File: src/rtl/mem_arbiter.sv
// rtl/mem_arbiter.sv - round-robin arbiter sharing one block memory port between I-cache and D-cache
module mem_arbiter #(
    parameter int ADDR_W = 28,
    parameter int DATA_W = 128
) (
    input  logic              clk,
    input  logic              proc_reset,
    input  logic              ic_read,
    input  logic [ADDR_W-1:0] ic_addr,
    output logic [DATA_W-1:0] ic_rdata,
    output logic              ic_ready,
    input  logic              dc_read,
    input  logic              dc_write,
    input  logic [ADDR_W-1:0] dc_addr,
    input  logic [DATA_W-1:0] dc_wdata,
    output logic [DATA_W-1:0] dc_rdata,
    output logic              dc_ready,
    output logic              mem_read,
    output logic              mem_write,
    output logic [ADDR_W-1:0] mem_addr,
    output logic [DATA_W-1:0] mem_wdata,
    input  logic [DATA_W-1:0] mem_rdata,
    input  logic              mem_ready
);

    typedef enum logic [1:0] {S_IDLE, S_IC, S_DC, S_DONE} state_t;

    state_t             state_q, state_d;
    logic               last_dc_q, last_dc_d;
    logic               mem_read_q, mem_read_d;
    logic               mem_write_q, mem_write_d;
    logic [ADDR_W-1:0]  mem_addr_q, mem_addr_d;
    logic [DATA_W-1:0]  mem_wdata_q, mem_wdata_d;
    logic [DATA_W-1:0]  ic_rdata_q, ic_rdata_d;
    logic [DATA_W-1:0]  dc_rdata_q, dc_rdata_d;
    logic               ic_ready_q, ic_ready_d;
    logic               dc_ready_q, dc_ready_d;
    logic               dc_pend, grant_dc;

    assign dc_pend  = dc_read | dc_write;
    // On a tie the D-cache wins unless it was the last client served.
    assign grant_dc = dc_pend && (!ic_read || !last_dc_q);

    always_comb begin
        state_d     = state_q;
        last_dc_d   = last_dc_q;
        mem_read_d  = mem_read_q;
        mem_write_d = mem_write_q;
        mem_addr_d  = mem_addr_q;
        mem_wdata_d = mem_wdata_q;
        ic_rdata_d  = ic_rdata_q;
        dc_rdata_d  = dc_rdata_q;
        ic_ready_d  = 1'b0;
        dc_ready_d  = 1'b0;
        case (state_q)
            S_IDLE: begin
                if (grant_dc) begin
                    state_d    = S_DC;
                    mem_addr_d = dc_addr;
                    if (dc_write) begin
                        mem_write_d = 1'b1;
                        mem_wdata_d = dc_wdata;
                    end else begin
                        mem_read_d = 1'b1;
                    end
                end else if (ic_read) begin
                    state_d    = S_IC;
                    mem_addr_d = ic_addr;
                    mem_read_d = 1'b1;
                end
            end
            S_IC: begin
                if (mem_ready) begin
                    state_d    = S_DONE;
                    mem_read_d = 1'b0;
                    ic_rdata_d = mem_rdata;
                    ic_ready_d = 1'b1;
                    last_dc_d  = 1'b0;
                end
            end
            S_DC: begin
                if (mem_ready) begin
                    state_d     = S_DONE;
                    mem_read_d  = 1'b0;
                    mem_write_d = 1'b0;
                    if (mem_read_q) begin
                        dc_rdata_d = mem_rdata;
                    end
                    dc_ready_d = 1'b1;
                    last_dc_d  = 1'b1;
                end
            end
            S_DONE: state_d = S_IDLE;
            default: state_d = S_IDLE;
        endcase
    end

    always_ff @(posedge clk or posedge proc_reset) begin
        if (proc_reset) begin
            state_q     <= S_IDLE;
            last_dc_q   <= 1'b0;
            mem_read_q  <= 1'b0;
            mem_write_q <= 1'b0;
            mem_addr_q  <= '0;
            mem_wdata_q <= '0;
            ic_rdata_q  <= '0;
            dc_rdata_q  <= '0;
            ic_ready_q  <= 1'b0;
            dc_ready_q  <= 1'b0;
        end else begin
            state_q     <= state_d;
            last_dc_q   <= last_dc_d;
            mem_read_q  <= mem_read_d;
            mem_write_q <= mem_write_d;
            mem_addr_q  <= mem_addr_d;
            mem_wdata_q <= mem_wdata_d;
            ic_rdata_q  <= ic_rdata_d;
            dc_rdata_q  <= dc_rdata_d;
            ic_ready_q  <= ic_ready_d;
            dc_ready_q  <= dc_ready_d;
        end
    end

    assign ic_rdata  = ic_rdata_q;
    assign ic_ready  = ic_ready_q;
    assign dc_rdata  = dc_rdata_q;
    assign dc_ready  = dc_ready_q;
    assign mem_read  = mem_read_q;
    assign mem_write = mem_write_q;
    assign mem_addr  = mem_addr_q;
    assign mem_wdata = mem_wdata_q;

endmodule

File: config.mk
export PLATFORM = sky130hd
export DESIGN_NAME = mem_arbiter
export DESIGN_NICKNAME = d
export VERILOG_FILES = /design/src/rtl/mem_arbiter.sv
export SDC_FILE = /design/constraint.sdc
export NUM_CORES = 1
export LEC_CHECK = 0
export BUFFER_PORTS_ARGS = -buffer_cell sky130_fd_sc_hd__buf_2
export CAP_MARGIN = 20
export CORE_AREA = 2 2 284 286
export DETAILED_ROUTE_END_ITERATION = 7
export DIE_AREA = 0 0 286 288
export PLACE_DENSITY = 0.49
export SETUP_SLACK_MARGIN = 0.05
export SLEW_MARGIN = 40
export SYNTH_ARGS = -nofsm -noshare
export SYNTH_HDL_FRONTEND = slang
export SYNTH_SLANG_ARGS = --single-unit
export TNS_END_PERCENT = 10
File: constraint.sdc
create_clock -name clk -period 42.2 [get_ports clk]
set_input_delay 8.44 -clock clk [delete_from_list [all_inputs] [get_ports clk]]
set_output_delay 8.44 -clock clk [all_outputs]
set_load 0.01 [all_outputs]
[Word level (Yosys, flattened, before mapping)]
Cells that the tools add are included.
Operators by class
  eq/ne operators: 10
  mux-type cells: 19
  bitwise operators: 1
  reductions and logical operators: 18
Operators by type and width (number)
  $mux 28: 2
  $mux 1: 10
  $reduce_and 3->1: 3
  $ne 2x2->1 const B: 4
  $reduce_and 4->1: 2
  $reduce_bool 2->1: 4
  $mux 2: 3
  $ne 3x3->1 const B: 2
  $pmux 1 s2: 3
  $pmux 2 s3: 1
  $reduce_and 2->1: 3
  $eq 2x2->1 const B: 2
  $eq 2x1->1 const B: 1
  $logic_not 1->1: 2
  $logic_not 2->1: 1
  $ne 2x1->1 const B: 1
  $reduce_or 2->1: 1
  $logic_and 1x1->1: 1
  $logic_or 1x1->1: 1
  $or 1x1->1: 1
Storage, ports and cells
  register bits: 419
  input bits: 318
  word-level logic and storage cells: 58

[Depth between registers and ports, before layout]
Gate-level depths: netlist of run 1.
  depth in word-level cells: 5
  gate-level depth with buffers: 8

[Least setup slack after synthesis of run 1]
OpenSTA, ideal clock, no wires.
  path kind: input to register
  from: input port mem_ready
  to: register dc_rdata_q[100], in the netlist dc_rdata[100]
  setup time: 0.125 ns
  arrival: 9.269 ns
  slack: 32.805 ns
  stages: 5
  buffers on the path: 2
  cell sequence: and2_4 > nand2_4 > buf_12 > buf_12 > mux2_4
On the way
  longest elaborated chain between the ends: 1
Ends and longest elaborated chain
  start, declared: line 23  | input logic mem_ready
  $reduce_and 3->1 (no line)
  end signal, assigned: line 118  | dc_rdata_q <= dc_rdata_d;
  end, declared: line 35  | logic [DATA_W-1:0] dc_rdata_q, dc_rdata_d;
No other way between the ends.
A chain may end at the register's enable or synchronous reset.

==> impl_metrics.json, run 1 <==
{
  "rsz0062_at_grt": "no",
  "syn_nets": 1561,
  "setup_viol": 0,
  "die_height_microns": 288,
  "die_area_sq_um": 82400,
  "wl_mm": 49.5,
  "min_period_ns": 10.28,
  "timing.rr.start": "state_q[1]$_DFFE_PP0P_",
  "synthFlopType": "dfrtp_1",
  "fin_area_sq_um": 22800,
  "portBuffers": 733,
  "swShare_pct": 34.5,
  "core_area_sq_um": 79600,
  "drc_errors": 0,
  "netlist_area_sq_um": 16500,
  "p_per_area_nw_per_um2": 78.7,
  "place_congestion": 0.858,
  "crit_path_frequent_cell": "buf_6",
  "grt_max_degree": 130,
  "via_count": 12000,
  "drtIter0Drc": 394,
  "synth_area_leaders": "dfrtp_1 (64%), mux2_2 (11%), nand2_1 (9.4%), mux2_4 (9.1%), mux2i_1 (1.9%)",
  "cts-buffers-inserted": 48,
  "p_int_mw": 1.17,
  "max_freq_ghz": 0.0973,
  "cts_hold_buffers": 0,
  "endpoint_kind": "async pin",
  "synth_most_common_cell": "dfrtp_1",
  "p_sw_mw": 0.619,
  "skew_ns": 0.0166,
  "p_comb_share_pct": 37.0,
  "clkPwrFrac_pct": 23.8,
  "cts_tree": "built",
  "yosys_warnings": 0,
  "dp_hpwl_mm": 36.2,
  "hold_class": "reg -> reg",
  "finalHoldViolations": 0,
  "cpPeakStageDelay_ns": 0.60,
  "hold_depth": 2,
  "synth_area_per_cell_sq_um": 13.3,
  "start_util_pct": 20.7,
  "grtUsageTotal_pct": 11.3,
  "cts_resized": 0,
  "drive_gt1_share_pct": 54.3,
  "synthTopCellsByCount": "dfrtp_1 (419), nand2_1 (414), mux2_2 (157), mux2_4 (100), mux2i_1 (31)",
  "cts_max_level": 2,
  "grt_overflow": 0,
  "row_count": 104,
  "grt_pass1_wl_mm": 74.0,
  "grt_pass1_vias": 12600,
  "clk_pin_slew_worst_paths_ns": 0.06,
  "rr_worst_depth": 7,
  "clk-insertion-delay-late_ns": 0.58,
  "r2r-end": "ic_rdata[100]$_DFFE_PP0P_",
  "ys_ff_latch": 419,
  "avgRoutedWirePerCell_microns": 16.1,
  "maxCapViolations": 0,
  "cp_data_required_time_ns": 42.86,
  "hold_end": "mem_wdata[118]$_DFFE_PP0P_",
  "p_leak_nw": 12.1,
  "dpl_cell_area_sq_um": 21100,
  "critPathKind": "in -> async",
  "first_pass_iters": 4,
  "irDropWorstVdd_mv": 0.0395,
  "reg2reg_setup_slack_ns": 39.57,
  "yosysTopAreaCellShare_pct": 63.7,
  "worstPathCellList": "buf_2 > inv_12 > buf_4 > buf_6 > buf_6",
  "yosys.area.top_type": "dfrtp_1",
  "status": "complete, no violations",
  "crit_buf_inv": 5,
  "syn_to_final_growth_pct": 38.4,
  "syn_inst": 1239,
  "worstPathArrival_ns": 10.93,
  "antenna_found_initial": 7,
  "pin_count": 734,
  "synth-edff-count": 0,
  "cts_setup_buffers": 0,
  "ys_types": 28,
  "ant_nets": 0,
  "tns_ns": 0,
  "report.final.slew_viol_count": 0,
  "worst-path-max-fanout": 129,
  "worstMarginPinSlew_ns": 0.835,
  "timing.hold.ws_ns": 0.470,
  "clockRootBuffer": "clkbuf_16",
  "die_width_microns": 286,
  "synth-async-reset-ratio_pct": 100,
  "cts_buffer_depth": 3,
  "cp_slowest_cell": "buf_4",
  "crit_family": "buffers and inverters",
  "hold_path_startpoint": "mem_wdata[118]$_DFFE_PP0P_",
  "synth-seq-area-share_pct": 63.7,
  "seqPwrFrac_pct": 39.3,
  "vias_per_cell": 3.90,
  "final_nets": 2291,
  "period_share_pct": 24.4,
  "max_slew_margin_pct": 44.3,
  "clock-sinks": 419,
  "start_kind": "input port"
}
## metrics by stage
stage	setup WS, ns	util (%)	total power, mW	std cells
2_1_floorplan	22.10	-	1.08	1239
3_3_place_gp	30.61	26.4	1.37	2977
3_5_place_dp	30.72	26.5	1.38	2978
4_1_cts	31.35	28.5	1.82	3066
5_1_grt	31.58	28.6	1.91	3071
6_report	31.92	28.6	1.79	3071
## routing by layer
layer / track usage, % / part of all wire (%) / vias up
li1: - / - / 5538
met1: 13.0 / 39 / 5846
met2: 20.1 / 50 / 504
met3: 3.29 / 8.1 / 92
met4: 3.89 / 2.9 / 4
met5: 0 / 0.044 / -
## kinds of logic (layout without fill, tap and decap cells)
group | count (synthesis) | in the layout | share of synthesized area [%]
AOI/OAI and AO/OA | 35 | 35 | 1.14
adders and majority gates | 4 | 4 | 0.304
and+or+nand+nor | 421 | 421 | 9.73
other | 0 | 4 | 0
muxes | 288 | 288 | 21.8
buffers and inverters | 72 | 840 | 3.33
DFF | 419 | 419 | 63.7
## layout make-up
type                       count  area (sq um)
sequential                   419         10500
antenna                        4          10.0
fill                        8414         56900
inverter                       6          37.5
timing repair buffer         746          3820
clock inverter                18           228
multi-input combinational    748          5470
clock buffer                  70          1390
tap                         1060          1330
## worst min-delay path, delay by kind of cell (launching register included)
kind	cells	cell delay, ns
flip-flops	1	0.34
AND/OR/NAND/NOR	2	0.10
## layout by cell type (no fill, tap or decap), types with 2 or more instances in the layout
| cell | count |
|---|---|
| a31oi_1 | 2 |
| buf_2 | 733 |
| buf_4 | 4 |
| buf_6 | 7 |
| bufinv_16 | 4 |
| clkbuf_1 | 11 |
| clkbuf_16 | 48 |
| clkbuf_8 | 11 |
| clkinv_2 | 8 |
| clkinvlp_4 | 3 |
| dfrtp_1 | 419 |
| diode_2 | 4 |
| ha_1 | 4 |
| inv_1 | 4 |
| mux2_2 | 157 |
| mux2_4 | 100 |
| mux2i_1 | 31 |
| nand2_1 | 413 |
| o21ai_0 | 27 |
| o21ai_1 | 2 |
## how the worst max path moves through the flow
stage                     slack [ns]                        to  depth (start not counted)       start
after global placement         30.61  mem_addr[10]$_DFFE_PP0P_                          5  proc_reset
final                          31.92  mem_addr[14]$_DFFE_PP0P_                          5  proc_reset
after CTS                      31.35  mem_addr[15]$_DFFE_PP0P_                          5  proc_reset
after global routing           31.58  mem_addr[14]$_DFFE_PP0P_                          5  proc_reset
after floorplan                22.10   dc_rdata[0]$_DFFE_PP0P_                          1  proc_reset
after detailed placement       30.72  mem_addr[10]$_DFFE_PP0P_                          5  proc_reset
## flip-flops by register name (all words and copies together) (netlist names)
signal,flops
mem_wdata,128
mem_read,1
dc_ready,1
dc_rdata,128
last_dc_q,1
ic_ready,1
state_q,2
ic_rdata,128
mem_write,1
mem_addr,28
## power by group through the flow
stage | Clock, mW | Combinational, mW | Sequential [mW]
floorplan | 0 | 0.290 | 0.789
global placement | 0 | 0.665 | 0.702
detailed placement | 0 | 0.677 | 0.706
CTS | 0.441 | 0.676 | 0.705
global route | 0.456 | 0.722 | 0.728
finish | 0.426 | 0.663 | 0.704
(Power assumes the default switching activity.)
==> run 2, diff against run 1 <==
==> constraint.sdc (replaced) <==
create_clock -name clk -period 9.55 [get_ports clk]
set_input_delay 1.91 -clock clk [delete_from_list [all_inputs] [get_ports clk]]
set_output_delay 1.91 -clock clk [all_outputs]
set_load 0.01 [all_outputs]
==> impl_metrics.json, run 2 (same netlist as run 1, synthesis figures left out) <==
{
  "dp_cells": 2979,
  "timing.rr.start": "state_q[1]$_DFFE_PP0P_",
  "die_width_microns": 286,
  "avgRoutedWirePerCell_microns": 15.7,
  "rsz0062_at_grt": "no",
  "irDropWorstVdd_mv": 0.130,
  "wl_mm": 48.1,
  "final_cell_mix": "buf_2 (733), dfrtp_1 (419), nand2_1 (413)",
  "rr_worst_depth": 7,
  "swShare_pct": 34.0,
  "cts-buffers-inserted": 48,
  "via_count": 11900,
  "stdcell_count": 3072,
  "die_height_microns": 288,
  "cts_buffer_depth": 3,
  "core_area_sq_um": 79600,
  "min_period_ns": 3.56,
  "final_nets": 2292,
  "worstPathArrival_ns": 4.01,
  "clk-insertion-delay-late_ns": 0.57,
  "start_util_pct": 20.7,
  "maxCapViolations": 0,
  "p_per_area_nw_per_um2": 347,
  "final_util_pct": 28.7,
  "tns_ns": 0,
  "endpoint_kind": "register",
  "worstMarginPinSlew_ns": 0.859,
  "first_pass_iters": 4,
  "nFillCells": 8282,
  "timing.hold.ws_ns": 0.467,
  "start_kind": "input port",
  "fin_area_sq_um": 22900,
  "clockRootBuffer": "clkbuf_16",
  "crit_path_start": "mem_ready",
  "dp_hpwl_mm": 35.0,
  "clk_pin_slew_worst_paths_ns": 0.06,
  "ant_nets": 0,
  "antenna_found_initial": 4,
  "endpoint": "ic_rdata[114]$_DFFE_PP0P_",
  "r2r-end": "ic_rdata[114]$_DFFE_PP0P_",
  "cts_hold_buffers": 0,
  "grt_max_degree": 103,
  "setup_slack_ns": 5.99,
  "drc_errors": 0,
  "place_congestion": 0.824,
  "worst-path-max-fanout": 60,
  "vias_per_cell": 3.87,
  "max_freq_ghz": 0.281,
  "drtIter0Drc": 316,
  "seqPwrFrac_pct": 38.9,
  "skew_ns": 0.0114,
  "hold_depth": 2,
  "cts_tree": "built",
  "p_leak_nw": 12.2,
  "max_slew_margin_pct": 42.7,
  "cp_data_required_time_ns": 10.01,
  "drive_gt1_share_pct": 54.4,
  "cts_setup_buffers": 0,
  "grt_pass1_wl_mm": 72.7,
  "period_share_pct": 37.2,
  "critPathKind": "in -> reg",
  "clock-sinks": 419,
  "portBuffers": 733,
  "finalHoldViolations": 0,
  "dpl_cell_area_sq_um": 21200,
  "reg2reg_setup_slack_ns": 6.78,
  "pin_count": 734,
  "hold_class": "reg -> reg",
  "die_area_sq_um": 82400,
  "row_count": 104,
  "p_int_mw": 5.23,
  "cts_resized": 0,
  "status": "complete, no violations",
  "cts_max_level": 2,
  "final_common_cell": "buf_2",
  "finalPower_mw": 7.93,
  "syn_to_final_growth_pct": 39.0,
  "grt_pass1_vias": 12500,
  "place_ws_ns": 5.14,
  "clkPwrFrac_pct": 24.2,
  "report.final.slew_viol_count": 0,
  "grtUsageTotal_pct": 11.1,
  "p_sw_mw": 2.70,
  "grt_overflow": 0,
  "p_comb_share_pct": 36.9,
  "setup_viol": 0
}
-- run 2: critical path, cell delays in order --
cell and delay [ns]:
buf_2 0.12, nand2_2 0.05, buf_4 0.29, inv_4 0.53, buf_6 0.55, mux2_2 0.41
-- run 2: power groups by stage --
| stage | registers, mW | clock network (mW) | logic (mW) |
|---|---|---|---|
| global placement | 3.08 | 0 | 2.95 |
| detailed placement | 3.10 | 0 | 3.00 |
| global route | 3.20 | 2.07 | 3.20 |
| floorplan | 3.49 | 0 | 1.28 |
| CTS | 3.09 | 2.00 | 2.99 |
| finish | 3.09 | 1.92 | 2.93 |
-- run 2: final cells by class --
| cell class | count | area [sq um] | area share (%) |
|---|---|---|---|
| repair buffers | 747 | 3890 | 17.0 |
| clock inverters | 22 | 277 | 1.21 |
| diodes | 4 | 10.0 | 0.0438 |
| multi-input cells | 748 | 5470 | 23.9 |
| well taps | 1060 | 1330 | 5.80 |
| flip-flops and latches | 419 | 10500 | 45.9 |
| inverters | 6 | 28.8 | 0.126 |
| clock buffers | 66 | 1380 | 6.04 |
-- run 2: how the worst min path moves through the flow --
stage	startpoint	slack [ns]	to
after detailed placement	mem_wdata[122]$_DFFE_PP0P_	0.46	mem_wdata[122]$_DFFE_PP0P_
after CTS	mem_wdata[103]$_DFFE_PP0P_	0.47	mem_wdata[103]$_DFFE_PP0P_
final	mem_wdata[77]$_DFFE_PP0P_	0.47	mem_wdata[77]$_DFFE_PP0P_
after global placement	mem_wdata[77]$_DFFE_PP0P_	0.45	mem_wdata[77]$_DFFE_PP0P_
after floorplan	last_dc_q$_DFFE_PP0P_	0.45	last_dc_q$_DFFE_PP0P_
after global routing	mem_wdata[77]$_DFFE_PP0P_	0.49	mem_wdata[77]$_DFFE_PP0P_
-- run 2: routing by layer --
layer / global-route usage, % / wire length [microns] / vias to the layer above / share of wire (%)
li1: - / - / 5539 / -
met1: 12.6 / 18500 / 5808 / 38
met2: 19.8 / 24500 / 479 / 51
met3: 3.44 / 3970 / 70 / 8.2
met4: 3.55 / 1160 / 0 / 2.4
met5: 0 / 0 / - / 0
